## src/rtl/game_round_controller.sv

```systemverilog
// Round controller: IDLE -> (COUNTDOWN) -> RUN <-> PAUSE -> DONE, with a live-compared tick limit.
// Optional pre-round countdown is built only when GAME_ROUND_COUNTDOWN_EN is defined.
//
// state     | meaning
// ----------+-------------------------------------------------------------
// IDLE      | waiting for a START edge; counter_out keeps the last round
// COUNTDOWN | 30-tick lead-in, countdown_out shows 3/2/1 (macro builds only)
// RUN       | counter_out advances one per tick until LIMIT is reached
// PAUSE     | counter and prescaler frozen; PAUSE resumes, START abandons
// DONE      | limit reached, counter frozen until the next START edge
module game_round_controller #(
  parameter int unsigned TICK_DIV = 1000000
) (
  input  logic       CLOCK10M,
  input  logic       KEY0,
  input  logic       START,
  input  logic       PAUSE,
  input  logic [3:0] SWITCH,
  input  logic [9:0] LIMIT,
  output logic [9:0] counter_out,
  output logic [2:0] state_out,
  output logic       time_up,
  output logic [1:0] countdown_out
);

  typedef enum logic [2:0] {
    ST_IDLE      = 3'd0,
    ST_COUNTDOWN = 3'd1,
    ST_RUN       = 3'd2,
    ST_PAUSE     = 3'd3,
    ST_DONE      = 3'd4
  } state_e;

  state_e      state_q;
  logic [31:0] presc_q;
  logic [9:0]  counter_q;
  logic        time_up_q;
  logic        start_prev_q;
  logic        pause_prev_q;

  logic [31:0] div;
  logic        en;
  logic        counting;
  logic        tick;
  logic        start_edge;
  logic        pause_edge;
  logic [10:0] counter_d;
  logic        limit_hit;
  logic        unused_sw;

  assign unused_sw  = SWITCH[3];
  assign en         = SWITCH[0];
  assign div        = TICK_DIV >> SWITCH[2:1];
  assign counting   = (state_q == ST_RUN) || (state_q == ST_COUNTDOWN);
  // The +1 form keeps a zero divider from underflowing; it simply ticks every cycle.
  assign tick       = en && counting && ((presc_q + 32'd1) >= div);
  assign start_edge = en && START && !start_prev_q;
  assign pause_edge = en && PAUSE && !pause_prev_q;
  assign counter_d  = {1'b0, counter_q} + 11'd1;
  assign limit_hit  = (LIMIT != 10'd0) && (counter_d >= {1'b0, LIMIT});

`ifdef GAME_ROUND_COUNTDOWN_EN
  logic [1:0] countdown_q;
  logic [3:0] sub_q;
`endif

  always_ff @(posedge CLOCK10M) begin
    if (KEY0) begin
      state_q      <= ST_IDLE;
      presc_q      <= 32'd0;
      counter_q    <= 10'd0;
      time_up_q    <= 1'b0;
      start_prev_q <= 1'b0;
      pause_prev_q <= 1'b0;
`ifdef GAME_ROUND_COUNTDOWN_EN
      countdown_q  <= 2'd0;
      sub_q        <= 4'd0;
`endif
    end else begin
      // History tracks even while disabled so a held button never fires on re-enable.
      start_prev_q <= START;
      pause_prev_q <= PAUSE;
      time_up_q    <= 1'b0;
      if (en) begin
        case (state_q)
          ST_IDLE: begin
            if (start_edge) begin
              counter_q <= 10'd0;
              presc_q   <= 32'd0;
`ifdef GAME_ROUND_COUNTDOWN_EN
              state_q     <= ST_COUNTDOWN;
              countdown_q <= 2'd3;
              sub_q       <= 4'd0;
`else
              state_q   <= ST_RUN;
`endif
            end
          end
`ifdef GAME_ROUND_COUNTDOWN_EN
          ST_COUNTDOWN: begin
            if (start_edge) begin
              state_q     <= ST_IDLE;
              countdown_q <= 2'd0;
            end else begin
              presc_q <= tick ? 32'd0 : presc_q + 32'd1;
              if (tick) begin
                if (sub_q == 4'd9) begin
                  sub_q <= 4'd0;
                  if (countdown_q == 2'd1) begin
                    state_q     <= ST_RUN;
                    countdown_q <= 2'd0;
                  end else begin
                    countdown_q <= countdown_q - 2'd1;
                  end
                end else begin
                  sub_q <= sub_q + 4'd1;
                end
              end
            end
          end
`endif
          ST_RUN: begin
            presc_q <= tick ? 32'd0 : presc_q + 32'd1;
            if (tick) begin
              counter_q <= counter_d[9:0];
              if (limit_hit) begin
                state_q   <= ST_DONE;
                time_up_q <= 1'b1;
              end else if (pause_edge) begin
                state_q <= ST_PAUSE;
              end
            end else if (pause_edge) begin
              state_q <= ST_PAUSE;
            end
          end
          ST_PAUSE: begin
            if (start_edge) begin
              state_q <= ST_IDLE;
            end else if (pause_edge) begin
              state_q <= ST_RUN;
            end
          end
          ST_DONE: begin
            if (start_edge) begin
              state_q <= ST_IDLE;
            end
          end
          default: state_q <= ST_IDLE;
        endcase
      end
    end
  end

  assign state_out   = state_q;
  assign counter_out = counter_q;
  assign time_up     = time_up_q;
`ifdef GAME_ROUND_COUNTDOWN_EN
  assign countdown_out = countdown_q;
`else
  assign countdown_out = 2'd0;
`endif

endmodule

```

## config.mk

```make
export PLATFORM = sky130hd
export DESIGN_NAME = game_round_controller
export DESIGN_NICKNAME = d
export VERILOG_FILES = /design/src/rtl/game_round_controller.sv
export SDC_FILE = /design/constraint.sdc
export NUM_CORES = 1
export LEC_CHECK = 0
export BUFFER_PORTS_ARGS = -buffer_cell sky130_fd_sc_hd__buf_4
export CAP_MARGIN = 30
export CORE_MARGIN = 5
export CORE_UTILIZATION = 40
export DETAILED_ROUTE_END_ITERATION = 16
export GPL_TIMING_DRIVEN = 0
export PLACE_DENSITY = 0.65
export SLEW_MARGIN = 20
export SYNTH_ARGS = -nofsm -noshare
export SYNTH_HDL_FRONTEND = slang
export SYNTH_SLANG_ARGS = --single-unit
```

## constraint.sdc

```tcl
create_clock -name CLOCK10M -period 5.48 [get_ports CLOCK10M]
set_input_delay 0 -clock CLOCK10M [delete_from_list [all_inputs] [get_ports CLOCK10M]]
set_output_delay 0 -clock CLOCK10M [all_outputs]
set_load 0.05 [all_outputs]
```

* After elaboration in Yosys (flattened, before gate mapping)
Cells that the tools add are included.
Storage, ports and cells: logic and storage cells 54, bits in registers 48, output and inout bits 16
Operators by class: multiplexer cells 15, bitwise gates (word level) 3, add/sub/neg operators 2, eq/ne operators 8, reduce and logical (&&, ||, !) cells 17, order comparisons 2, shifts and indexed selects 1
Operators by type and width (count):
- 32-bit two-way mux | 2
- 32-bit one-hot mux with 2 select lines | 1
- 32-bit by 1-bit adder with 32-bit output, second input constant | 1
- 32-bit >= comparator | 1
- 20-bit by 2-bit right shift with 32-bit output, first input constant | 1
- 3-bit two-way mux | 7
- 10-bit two-way mux | 2
- 10-bit one-hot mux with 2 select lines | 1
- 3-bit one-hot mux with 4 select lines | 1
- 10-bit by 1-bit adder with 11-bit output, second input constant | 1
- 11-bit by 10-bit >= comparator with 1-bit output | 1
- 10-bit nonzero test | 1
- 4-bit AND reduction | 2
- 1-bit logical AND | 7
- 3-bit by 2-bit equality test with 1-bit output, second input constant | 2
- 2-bit inequality test, second input constant | 3
- 4-bit OR reduction | 1
- 3-bit by 1-bit equality test with 1-bit output, second input constant | 1
- 3-bit equality test, second input constant | 1
- 3-bit logical NOT | 1
- 3-bit inequality test, second input constant | 1
- 1-bit inverter | 3
- 3-bit AND reduction | 1
- 1-bit logical NOT | 2
- 3 further kinds | 3

* Logic depth before layout (Yosys ltp)
word-level depth 6, mapped depth 17, mapped depth without buffers 15

* Worst setup path before layout
Ideal clock, no wire load.
path type register -> register, start reg presc_q[4], end reg counter_q[5] (netlist: counter_out[5]), path buffers 1, arrival 3.203 ns, stages on the path, launching flop included 15, data required time 5.419 ns, period minus slack after synthesis 3.264 ns, setup slack 2.216 ns, cell sequence dfxtp_1 and4_1 buf_2 nand3_1 or2_2 nor2_1 xor2_1 ha_1 a21oi_1 nand3_1 o31ai_1 nand3_2 or4b_4 o21ai_4 a221o_1
On the way: longest elaborated chain between the ends 5
RTL lines:
- start, declared | line 35 | logic [31:0] presc_q;
- start signal, assigned | line 123 | presc_q <= tick ? 32'd0 : presc_q + 32'd1;
- 32-bit by 1-bit adder with 32-bit output | line 56 | assign tick = en && counting && ((presc_q + 32'd1) >= div);
- 32-bit >= comparator | line 56
- 1-bit logical AND | line 56
- 2-bit inequality test (no source line)
- 4-bit AND reduction (no source line)
- end signal, assigned | line 125 | counter_q <= counter_d[9:0];
- end, declared | line 36 | logic [9:0] counter_q;
No other way between the ends. A chain may end at the register's enable or synchronous reset.

* Worst setup path in the final report
start reg presc_q[4], end reg presc_q[15]
On the way: longest elaborated chain between the ends 5
RTL lines:
- 32-bit by 1-bit adder with 32-bit output (*) | line 56, 123
- 32-bit >= comparator | line 56
- 1-bit logical AND | line 56
- 32-bit two-way mux (*) | line 123
- 32-bit one-hot mux with 2 select lines (*) | line 85 | case (state_q)
Every way passes the cells marked *; elsewhere a longest branch is shown, timed or not.

==> flow_summary.json <==
{
  "outcome": "finished clean",
  "cp_cell_sequence": "and4_1 > buf_2 > nand3_1 > or2_2 > nor2_1 > xor2_1 > ha_1 > a21oi_1 > nand3_1 > o31ai_1 > nand3_2 > nor2_1 > buf_4 > buf_2 > a32oi_1 > nor2_1",
  "yosysWarnings": 0,
  "core_area_um2": 7730,
  "start_util_pct": 41.2,
  "cts_resized": 0,
  "p_per_area_nw_per_um2": 174,
  "clock_sinks": 48,
  "synth-compound-area-share_pct": 19.0,
  "row_count": 32,
  "ys_types": 51,
  "synth_most_common_cell": "dfxtp_1",
  "path_common_cell": "nor2_1",
  "cp_max_fo": 10,
  "die_x_um": 99.3,
  "cp_top_family": "simple AND/OR/NAND/NOR gates",
  "synth_common_cells": "dfxtp_1, nor2_1, ha_1, nand2_1, nand3_1",
  "utilization_pct": 47.3,
  "power_switching_uw": 160,
  "synthSimpleGateAreaFrac_pct": 27.0,
  "clock.fmax_mhz": 251,
  "grt_max_degree": 15,
  "cpPeakStageDelay_ps": 420,
  "cp_num_buf_inv": 3,
  "synthTopCellsByArea": "dfxtp_1, ha_1, xnor2_1",
  "multiInputGateArea_um2": 2090,
  "h-tree-depth": 2,
  "vias_per_cell": 5.55,
  "grt_first_pass_wirelength_um": 12500,
  "syn_area_per_cell_um2": 8.36,
  "slew_viol_final": 0,
  "synth_seq_cells": 48,
  "routed_wl_um": 7290,
  "synth_mux_area_share_pct": 0.314,
  "nNetsFinal": 470,
  "clock_latency_ps": 300,
  "synth_fa_ha_area_share_pct": 12.2,
  "cts_buffers": 5,
  "cts_tree": "built",
  "clockBufferDepth": 2,
  "synth_top_area_share_pct": 30.2,
  "synth_ff_type": "dfxtp_1",
  "dp_hpwl_um": 5470,
  "setup_viol": 0,
  "grt_overflow": 0,
  "finalCritPeriodShare_pct": 72.6,
  "crit_path_end_kind": "flip-flop",
  "seqCellArea_um2": 961,
  "synthXorXnorAreaFrac_pct": 6.87,
  "clock_skew_ps": 3.74,
  "setup_tns_ps": 0,
  "clk_pin_slew_ps": 90,
  "yosys.area.top_type": "dfxtp_1",
  "gp_congestion": 0.813,
  "synth.cell_area_um2": 3190,
  "period_needed_ps": 3980,
  "crit_type": "reg2reg",
  "seq_power_share_pct": 55.3,
  "drcViolationCount": 0,
  "grt_pass1_vias": 2664,
  "synth_edf_count": 0,
  "p_leak_uw": 0.00157,
  "p_int_uw": 477,
  "yosysSeqAreaShare_pct": 30.2,
  "arrival_ps": 4210,
  "drtAntennaViolNets": 0,
  "maxCapViolCount": 0,
  "area_growth_pct": 14.8,
  "post_cts_buffers": 0,
  "critical_path.slowest_cell": "dfxtp_1",
  "cts-root-buf": "clkbuf_8",
  "cp-start-kind": "flip-flop",
  "min_path_type": "in2reg",
  "design_area_um2": 3660,
  "whs_ps": 28.6,
  "antenna_found_initial": 0,
  "synthArstFlopShare_pct": 0,
  "drive_above_1_share_pct": 12.6,
  "die_y_um": 99.3,
  "synth_top_family_by_area": "simple AND/OR/NAND/NOR gates",
  "drt_iter0_markers": 153,
  "diodes": 0,
  "num_vias": 2910,
  "p_comb_share_pct": 9.5,
  "layout.cells.non_filler": 524,
  "numPortBuffers": 30,
  "irDropWorstVdd_mv": 0.111,
  "routedWlPerCell_um": 13.9,
  "slew_headroom_pct": 54.1,
  "rsz0062_at_grt": "no",
  "fill_cells": 763,
  "hold_viol": 0,
  "clockPowerShare_pct": 35.3,
  "required_ps": 5710,
  "synth_cells": 381,
  "worst_pin_slew_ps": 686,
  "swShare_pct": 25.1,
  "drt-pass1-iter-count": 4,
  "dpl_cell_area_um2": 3540,
  "die_area_um2": 9850,
  "grt_use_total_pct": 15.1,
  "num_io_pins": 34,
  "dp_cells": 514
}
## cell families (layout without fill, tap and decap cells)
kind of cell / Yosys count / in the layout
DFF: 48 / 48
buffers and inverters: 33 / 73
AOI/OAI and AO/OA: 78 / 78
adders and majority gates: 31 / 31
xor gates and xnor gates: 25 / 25
other: 1 / 2
and+or+nand+nor: 164 / 164
muxes: 1 / 1
## sequential cells by signal (all words and copies together), names as in the netlist
signal	count
counter_out	10
pause_prev_q	1
presc_q	32
start_prev_q	1
state_out	3
time_up	1
## layout make-up
| type | instances | area share (%) |
|---|---|---|
| multi-input cells | 301 | 57.1 |
| flip-flops and latches | 48 | 26.3 |
| repair buffers | 32 | 6.71 |
| well taps | 102 | 3.49 |
| clock buffers | 7 | 2.36 |
| inverters | 20 | 2.05 |
| plain buffers | 13 | 1.78 |
| clock inverters | 1 | 0.205 |
## layout by cell type, fill, tap and decap left out, types with 8 or more instances in the layout
cell | Yosys | layout
o21ai_0 | 10 | 10
nand2_1 | 26 | 26
a221o_1 | 8 | 8
inv_1 | 20 | 20
nor2_1 | 43 | 43
buf_4 | 3 | 33
a32oi_1 | 12 | 12
ha_1 | 31 | 31
dfxtp_1 | 48 | 48
o31ai_1 | 8 | 8
nand3_1 | 24 | 24
and2_1 | 15 | 15
xnor2_1 | 20 | 20
## power groups by stage
stage	Combinational, uW	Clock [uW]	Sequential (uW)
finish	60.4	225	352
floorplan	34.6	0	362
detailed placement	59.2	0	360
global route	67.9	245	352
global placement	58.2	0	360
CTS	60.8	231	352
## what timing repair did
item	4_1_cts	5_1_grt
endpoints found under the hold margin	2	0
setup endpoints to repair	0	0
hold buffers	2	0
## through the flow
| stage | setup slack (ps) | power [uW] |
|---|---|---|
| floorplan | 2220 | 396 |
| global placement | 1580 | 418 |
| detailed placement | 1540 | 419 |
| CTS | 1490 | 644 |
| global route | 1050 | 665 |
| finish | 1500 | 637 |
## worst reg2reg max path: stages, from the launching register on
cell and delay [ps]:
dfxtp_1 420, and4_1 200, buf_2 170, nand3_1 280
or2_2 420, nor2_1 130, xor2_1 220, ha_1 280
a21oi_1 220, nand3_1 110, o31ai_1 250, nand3_2 200
nor2_1 250, buf_4 220, buf_2 270, a32oi_1 140
nor2_1 120
## layer usage
layer,wire length [um],share of wire (%),global-route usage (%)
met1,3560,49,20.8
met2,3280,45,24.4
met3,359,4.9,2.81
met4,85,1.2,3.36
met5,0,0,0
## final timing paths
kind	endpoint	slack (ps)	from	depth (start not counted)
hold / removal	state_out[1]$_SDFFE_PP0P_	30	SWITCH[0]	3
setup reg to reg	presc_q[15]$_SDFFE_PP0P_	1500	presc_q[4]$_SDFFE_PP0P_	16
setup / recovery	presc_q[15]$_SDFFE_PP0P_	1500	presc_q[4]$_SDFFE_PP0P_	16
hold reg to reg	presc_q[16]$_SDFFE_PP0P_	490	presc_q[16]$_SDFFE_PP0P_	2
Note: power is estimated with default switching activity, not from simulation.
